===== src/rtl/cpu_fetch_pkg.sv =====
// rtl/cpu_fetch_pkg.sv - shared types, opcodes and field positions for the fetch stage
package cpu_fetch_pkg;

    localparam int TAG_W    = 4;
    localparam int REG_W    = 5;
    localparam int OPCODE_W = 7;

    localparam int RS1_LSB = 15;
    localparam int RS2_LSB = 20;
    localparam int RS3_LSB = 27;
    localparam int RD_LSB  = 7;

    localparam logic [OPCODE_W-1:0] OP_JAL    = 7'b1101111;
    localparam logic [OPCODE_W-1:0] OP_JALR   = 7'b1100111;
    localparam logic [OPCODE_W-1:0] OP_BRANCH = 7'b1100011;

    typedef logic [TAG_W-1:0] tag_t;
    typedef logic [REG_W-1:0] reg_idx_t;

    typedef struct packed {
        logic [31:0] pc;
        logic [31:0] instruction;
        reg_idx_t    inst_rs1;
        reg_idx_t    inst_rs2;
        reg_idx_t    inst_rs3;
        reg_idx_t    inst_rd;
        tag_t        tag;
    } fetch_data_t;

    function automatic logic is_control_transfer(input logic [31:0] word);
        logic [OPCODE_W-1:0] opcode;
        opcode = word[OPCODE_W-1:0];
        return (opcode == OP_JAL) || (opcode == OP_JALR) || (opcode == OP_BRANCH);
    endfunction

    // Register indices are sliced regardless of format; decode decides which are meaningful.
    function automatic fetch_data_t extract_fields(input logic [31:0] word,
                                                   input logic [31:0] pc,
                                                   input tag_t        tag);
        fetch_data_t f;
        f.pc          = pc;
        f.instruction = word;
        f.inst_rs1    = word[RS1_LSB +: REG_W];
        f.inst_rs2    = word[RS2_LSB +: REG_W];
        f.inst_rs3    = word[RS3_LSB +: REG_W];
        f.inst_rd     = word[RD_LSB  +: REG_W];
        f.tag         = tag;
        return f;
    endfunction

endpackage


===== src/rtl/cpu_fetch_buffer.sv =====
// rtl/cpu_fetch_buffer.sv - one-entry hold buffer (valid/word/pc) with load and unload
module cpu_fetch_buffer (
    input  logic        clock,
    input  logic        reset_n,
    input  logic        load,
    input  logic        unload,
    input  logic [31:0] load_word,
    input  logic [31:0] load_pc,
    output logic        valid,
    output logic [31:0] word,
    output logic [31:0] pc
);

    // Load wins over unload so a simultaneous refill never loses the new entry.
    always_ff @(posedge clock or negedge reset_n) begin
        if (!reset_n) begin
            valid <= 1'b0;
            word  <= '0;
            pc    <= '0;
        end else if (load) begin
            valid <= 1'b1;
            word  <= load_word;
            pc    <= load_pc;
        end else if (unload) begin
            valid <= 1'b0;
        end
    end

endmodule


===== src/rtl/cpu_fetch.sv =====
// rtl/cpu_fetch.sv - instruction fetch stage feeding decode with tagged fetch records
module cpu_fetch
    import cpu_fetch_pkg::*;
#(
    parameter logic [31:0] RESET_VECTOR = 32'h0000_0000
) (
    input  logic        i_clock,
    input  logic        i_reset_n,
    output logic        o_fault,
    output logic        o_bus_request,
    input  logic        i_bus_ready,
    output logic [31:0] o_bus_address,
    input  logic [31:0] i_bus_rdata,
    input  logic        i_stall,
    input  logic        i_jump,
    input  tag_t        i_jump_tag,
    input  logic [31:0] i_jump_pc,
    output fetch_data_t o_data
);

    typedef enum logic [1:0] {FETCH, WAIT_JUMP, HALT} state_t;

    state_t      state, state_next;
    logic [31:0] pc, pc_next;
    logic        req, req_next;
    logic        fault, fault_next;
    tag_t        pending, pending_next;
    tag_t        next_tag;
    fetch_data_t data, data_next;

    logic        buf_valid, buf_valid_next;
    logic [31:0] buf_word, buf_pc;

    logic        take_bus, from_buf, buf_load, publish, pub_ct, jump_hit;
    logic [31:0] pub_word, pub_pc;

    assign o_bus_request = req;
    assign o_bus_address = pc;
    assign o_fault       = fault;
    assign o_data        = data;

    // A buffered word always drains before the bus is used again.
    assign take_bus       = (state == FETCH) && req && i_bus_ready && !buf_valid;
    assign from_buf       = (state == FETCH) && buf_valid && !i_stall;
    assign buf_load       = take_bus && i_stall;
    assign publish        = from_buf || (take_bus && !i_stall);
    assign pub_word       = from_buf ? buf_word : i_bus_rdata;
    assign pub_pc         = from_buf ? buf_pc : pc;
    assign pub_ct         = is_control_transfer(pub_word);
    assign jump_hit       = (state == WAIT_JUMP) && i_jump && (i_jump_tag == pending);
    assign buf_valid_next = buf_load || (buf_valid && !from_buf);
    assign next_tag       = data.tag + tag_t'(1);

    cpu_fetch_buffer u_hold (
        .clock     (i_clock),
        .reset_n   (i_reset_n),
        .load      (buf_load),
        .unload    (from_buf),
        .load_word (i_bus_rdata),
        .load_pc   (pc),
        .valid     (buf_valid),
        .word      (buf_word),
        .pc        (buf_pc)
    );

    always_ff @(posedge i_clock or negedge i_reset_n) begin
        if (!i_reset_n) begin
            state <= FETCH;
        end else begin
            state <= state_next;
        end
    end

    always_comb begin
        state_next = state;
        case (state)
            FETCH: begin
                if (pc[1:0] != 2'b00) begin
                    state_next = HALT;
                end else if (publish && pub_ct) begin
                    state_next = WAIT_JUMP;
                end
            end
            WAIT_JUMP: begin
                if (jump_hit) begin
                    state_next = (i_jump_pc[1:0] != 2'b00) ? HALT : FETCH;
                end
            end
            HALT:    state_next = HALT;
            default: state_next = HALT;
        endcase
    end

    // Request and fault are computed one edge ahead so both come straight from flops.
    always_comb begin
        pc_next      = pc;
        data_next    = data;
        pending_next = pending;
        if (publish) begin
            data_next = extract_fields(pub_word, pub_pc, next_tag);
            if (pub_ct) begin
                pending_next = next_tag;
            end else begin
                pc_next = pub_pc + 32'd4;
            end
        end
        if (jump_hit) begin
            pc_next = i_jump_pc;
        end
        req_next   = (state_next == FETCH) && !buf_valid_next && (pc_next[1:0] == 2'b00);
        fault_next = fault || (state_next == HALT);
    end

    always_ff @(posedge i_clock or negedge i_reset_n) begin
        if (!i_reset_n) begin
            pc      <= RESET_VECTOR;
            req     <= 1'b0;
            fault   <= 1'b0;
            pending <= '0;
            data    <= '0;
        end else begin
            pc      <= pc_next;
            req     <= req_next;
            fault   <= fault_next;
            pending <= pending_next;
            data    <= data_next;
        end
    end

endmodule


===== config.mk =====
export PLATFORM = sky130hd
export DESIGN_NAME = cpu_fetch
export DESIGN_NICKNAME = d
export VERILOG_FILES = /design/src/rtl/cpu_fetch_pkg.sv /design/src/rtl/cpu_fetch_buffer.sv /design/src/rtl/cpu_fetch.sv
export SDC_FILE = /design/constraint.sdc
export NUM_CORES = 1
export LEC_CHECK = 0
export CORE_MARGIN = 5
export CORE_UTILIZATION = 46
export DETAILED_ROUTE_END_ITERATION = 12
export HOLD_SLACK_MARGIN = 0.08
export PLACE_DENSITY_LB_ADDON = 0.1
export SYNTH_ARGS = -nofsm -noshare
export SYNTH_HDL_FRONTEND = slang
export SYNTH_SLANG_ARGS = --single-unit

===== constraint.sdc =====
create_clock -name i_clock -period 3.4 [get_ports i_clock]
set_input_delay 0.34 -clock i_clock [delete_from_list [all_inputs] [get_ports i_clock]]
set_output_delay 0.34 -clock i_clock [all_outputs]
set_load 0.02 [all_outputs]

==> summary.txt <==
Outcome
  • Status: finished, final reports clean

STA
  • Fin. Hold Viols: 0
  • RSZ-0062 raised after global routing: false
  • Minimum clock period: approximately 3.0 ns
  • Period utilisation layout: 0.871
  • Worst slew pin tran: 0.792 ns
  • FMAX: 338 MHz
  • Setup Viol. Count Final: 0
  • Final TNS setup: 0 ns
  • Final Max Slew Viols: 0
  • Max_slew headroom: 0.472
  • Fin Clk Skew: 0.0147 ns

Routing
  • Post-Route WL: 21,900 µm
  • DRT antenna net count: 0
  • DR pass1 iterations: 5
  • Vias per inst: 5.48
  • Post-route DRC: 0
  • Initial DRC count: 393
  • Wirelength per Cell: 17.9 µm
  • Via count: 6,717

Yosys
  • Top cell type's share of synthesized area: 0.518
  • Post-synth EDFFs: 0
  • Distinct cell type count after synthesis: 53
  • Multiplexer share of the synthesized area: 0.119
  • Avg Inst Size Synth: 10.2 µm²
  • FF+latch count, synth: 173
  • Simple-Gate Fraction of Synth Area: 0.155
  • Synth Area in Adders: 0.00300
  • Post-synthesis xor/xnor area fraction: 0.0398
  • Sequential cell area fraction in the yosys report: 0.518
  • Largest family of logic cells by synthesized area: simple AND/OR/NAND/NOR gates
  • Synth Cell Area: between 0.008 and 0.009 mm²
  • Post-synthesis cell count: 820
  • Syn_nets: 895
  • Compound-Gate Fraction of Synth Area: 0.120
  • Top cell type by total area after synthesis: dfrtp_1
  • Yosys Warn Count: 0
  • Top_reg_cell synth: dfrtp_1
  • Top cells by area, synth: dfrtp_1, mux2_2, nand2_1, nor2_1, a31oi_1
  • Fraction of registers with async set/reset: 1.00

Setup path
  • CP Max Fanout: 56
  • Setup crit start kind: register
  • R2R cell count: 7
  • Crit path kind: register to register
  • Worst setup path startpoint: state[0]
  • Critical Path AT: 3.30 ns
  • Worst Setup EP: o_bus_address[29]
  • Critical R2R Launch: state[0]
  • Reg2Reg Setup Slack: 0.44 ns
  • Req. time, crit path: approximately 3.7 ns
  • Reg2reg end: o_bus_address[29]
  • CP Capture Type: register

Global routing
  • Initial antenna violation count: 0
  • GRT Residual Overflow: 0
  • First-pass GRT wire length: 35,400 µm
  • Met1 Track Usage GR: 0.300
  • Met3 Use GR: 0.0450
  • Met2 Usage GRT: 0.334
  • Number of global-route vias before repair: 6,621
  • Largest net degree at the start of global routing: 83
  • GRT Max-Usage Layer: met2
  • Global Route Usage Sum: 0.213

Clock tree
  • Clock-pin slew on the worst setup and hold paths: ~0.07 ns
  • CTS Buffer Depth: 2
  • # Post-CTS Setup Buffers: 0
  • CTS tree: built
  • TritonCTS Buffers: 17
  • # clock sinks: around 170
  • Post-CTS sizing: 0
  • H-tree Lvls: 4
  • CTS root buf: clkbuf_16
  • Skew-Pair Late Insertion Delay: 0.42 ns

Floorplan
  • Die Width: approximately 140 µm
  • Starting Density: 0.467
  • Die Ht: 145 µm
  • Core area: 0.0179 mm²
  • Site Rows: 49
  • I/O Pins: 195
  • Die ar.: ~0.021 mm²

Placement
  • GPL Wtd Cong: 0.830
  • Placed insts: ~1,200
  • Input/output buffers: approximately 190
  • Post-DP HPWL: 15,100 µm

Hold path
  • Hold path depth: 1
  • Hold Crit Class: register to register

Finish
  • Layout cells sized above 1: 0.138
  • P&R area growth vs syn: 32.6%
  • Non-filler cells, final: 1,225
  • Fin nets: 1,058
  • Ant diodes: 0

Pwr
  • Pwr Density: 951 mW/mm²
  • Leakage: 4.71 nW
  • Max rail drop VDD: 470 µV

Job
  • MaxCap Viol Count: 0
-- registers in the layout, summed over array words and instances, names as in the netlist --
signal         cells
o_data            68
o_bus_address     32
u_hold.pc         32
u_hold.word       32
pending            4
state              2
o_bus_request      1
o_fault            1
u_hold.valid       1
-- worst min path at each step --
stage                          from          endpoint  slack [ns]
finish                      o_fault           o_fault        0.50
global route                o_fault           o_fault        0.50
CTS                 i_bus_rdata[10]        o_data[34]        0.48
detailed placement        i_reset_n        o_data[33]        0.46
global placement          i_reset_n        o_data[33]        0.46
floorplan                 i_reset_n  o_bus_address[0]        0.04
-- cell usage in the layout (no fill, tap or decap), types with 3 or more instances in the layout --
master	Yosys	layout
clkdlybuf4s50_1	0	193
dfrtp_1	173	173
nand2_1	119	119
nor2_1	90	89
mux2_2	67	67
a31oi_1	45	45
a21oi_1	28	28
o21ai_0	24	24
mux2i_1	23	23
xor2_1	20	20
buf_4	21	20
nor3_1	19	19
xnor2_1	18	18
nand3_1	18	18
a22oi_1	18	18
clkbuf_16	0	17
nand4_1	15	15
a221o_1	5	5
o22ai_1	5	5
and2_1	4	4
o221ai_1	4	4
bufinv_16	0	4
or2_2	3	3
nand2b_1	3	3
nor4_4	2	3
a211oi_1	3	3
o21bai_1	3	3
a221oi_1	3	3
and3_1	3	3
clkbuf_8	0	3
clkinv_4	0	3
inv_6	0	3
-- final cells by class --
type | instances | area (µm²)
timing repair buffer | 216 | 2120
multi-input combinational | 573 | 3680
clock buffer | 20 | 467
inverter | 2 | 7.51
clock inverter | 12 | 183
tap | 229 | 287
fill | 1530 | 6830
sequential | 173 | 4330
-- report_power, final --
| group | leakage, nW | total (W) | switching (W) | internal, W |
|---|---|---|---|---|
| Combinational | 2.26 | 0.00458 | 0.00235 | 0.00223 |
| Clock | 0.321 | 0.00212 | 0.000820 | 0.00130 |
| Sequential | 2.13 | 0.00384 | 0.000844 | 0.00299 |
-- layer usage --
layer / wire length [µm] / part of all wire
met3: 1440 / 0.066
met2: 10200 / 0.46
met4: 291 / 0.013
met5: 0 / 0
met1: 10000 / 0.46
-- worst max-delay path, stage by stage, from the launching register on --
cell     delay (ns)
dfrtp_1        0.51
or4b_4         0.60
buf_4          0.37
nor4_4         0.48
o22ai_1        0.23
nor2_2         0.22
mux2_1         0.33
o21ai_1        0.11
-- synthesized netlist by cell type, drive strengths merged (2+ instances only) --
| cell | count |
|---|---|
| dfrtp | 173 |
| nand2 | 119 |
| nor2 | 91 |
| mux2 | 68 |
| a31oi | 45 |
| buf | 37 |
| clkbuf | 35 |
| a21oi | 28 |
| o21ai | 26 |
| mux2i | 23 |
| nor3 | 20 |
| xor2 | 20 |
| a22oi | 18 |
| nand3 | 18 |
| xnor2 | 18 |
| nand4 | 15 |
| nor4 | 6 |
| o22ai | 6 |
| a221o | 5 |
| and2 | 4 |
| o221ai | 4 |
| a211oi | 3 |
| a221oi | 3 |
| and3 | 3 |
| nand2b | 3 |
| o21bai | 3 |
| or2 | 3 |
| a211o | 2 |
| a21o | 2 |
| a22o | 2 |
| a31o | 2 |
| and4b | 2 |
| ha | 2 |
| inv | 2 |
-- metrics by stage --
stage	area, µm²	worst slack, ns	hold slack (ns)	utilization	total power, W
global placement	10400	0.197	0.455	0.582	0.00841
finish	11100	0.440	0.495	0.619	0.0105
global route	11100	0.286	0.501	0.619	0.0112
detailed placement	10400	0.132	0.459	0.582	0.00849
floorplan	8350	0.233	0.0444	-	0.00650
CTS	11100	0.454	0.484	0.619	0.0106
-- kinds of logic (layout without fill, tap and decap cells) --
logic type	count (synthesis)	after routing
mux	91	91
compound gates	154	154
fa+ha+maj	2	2
simple gates	288	288
buf+inv	74	250
flops	173	173
xor+xnor	38	38
-- what timing repair did --
| action | 4_1_cts | 5_1_grt |
|---|---|---|
| hold buffers | 1 | 0 |
| endpoints found under the setup margin | 0 | 0 |
| hold endpoints to repair | 79 | 0 |
Power figures use the tool's default switching activity.
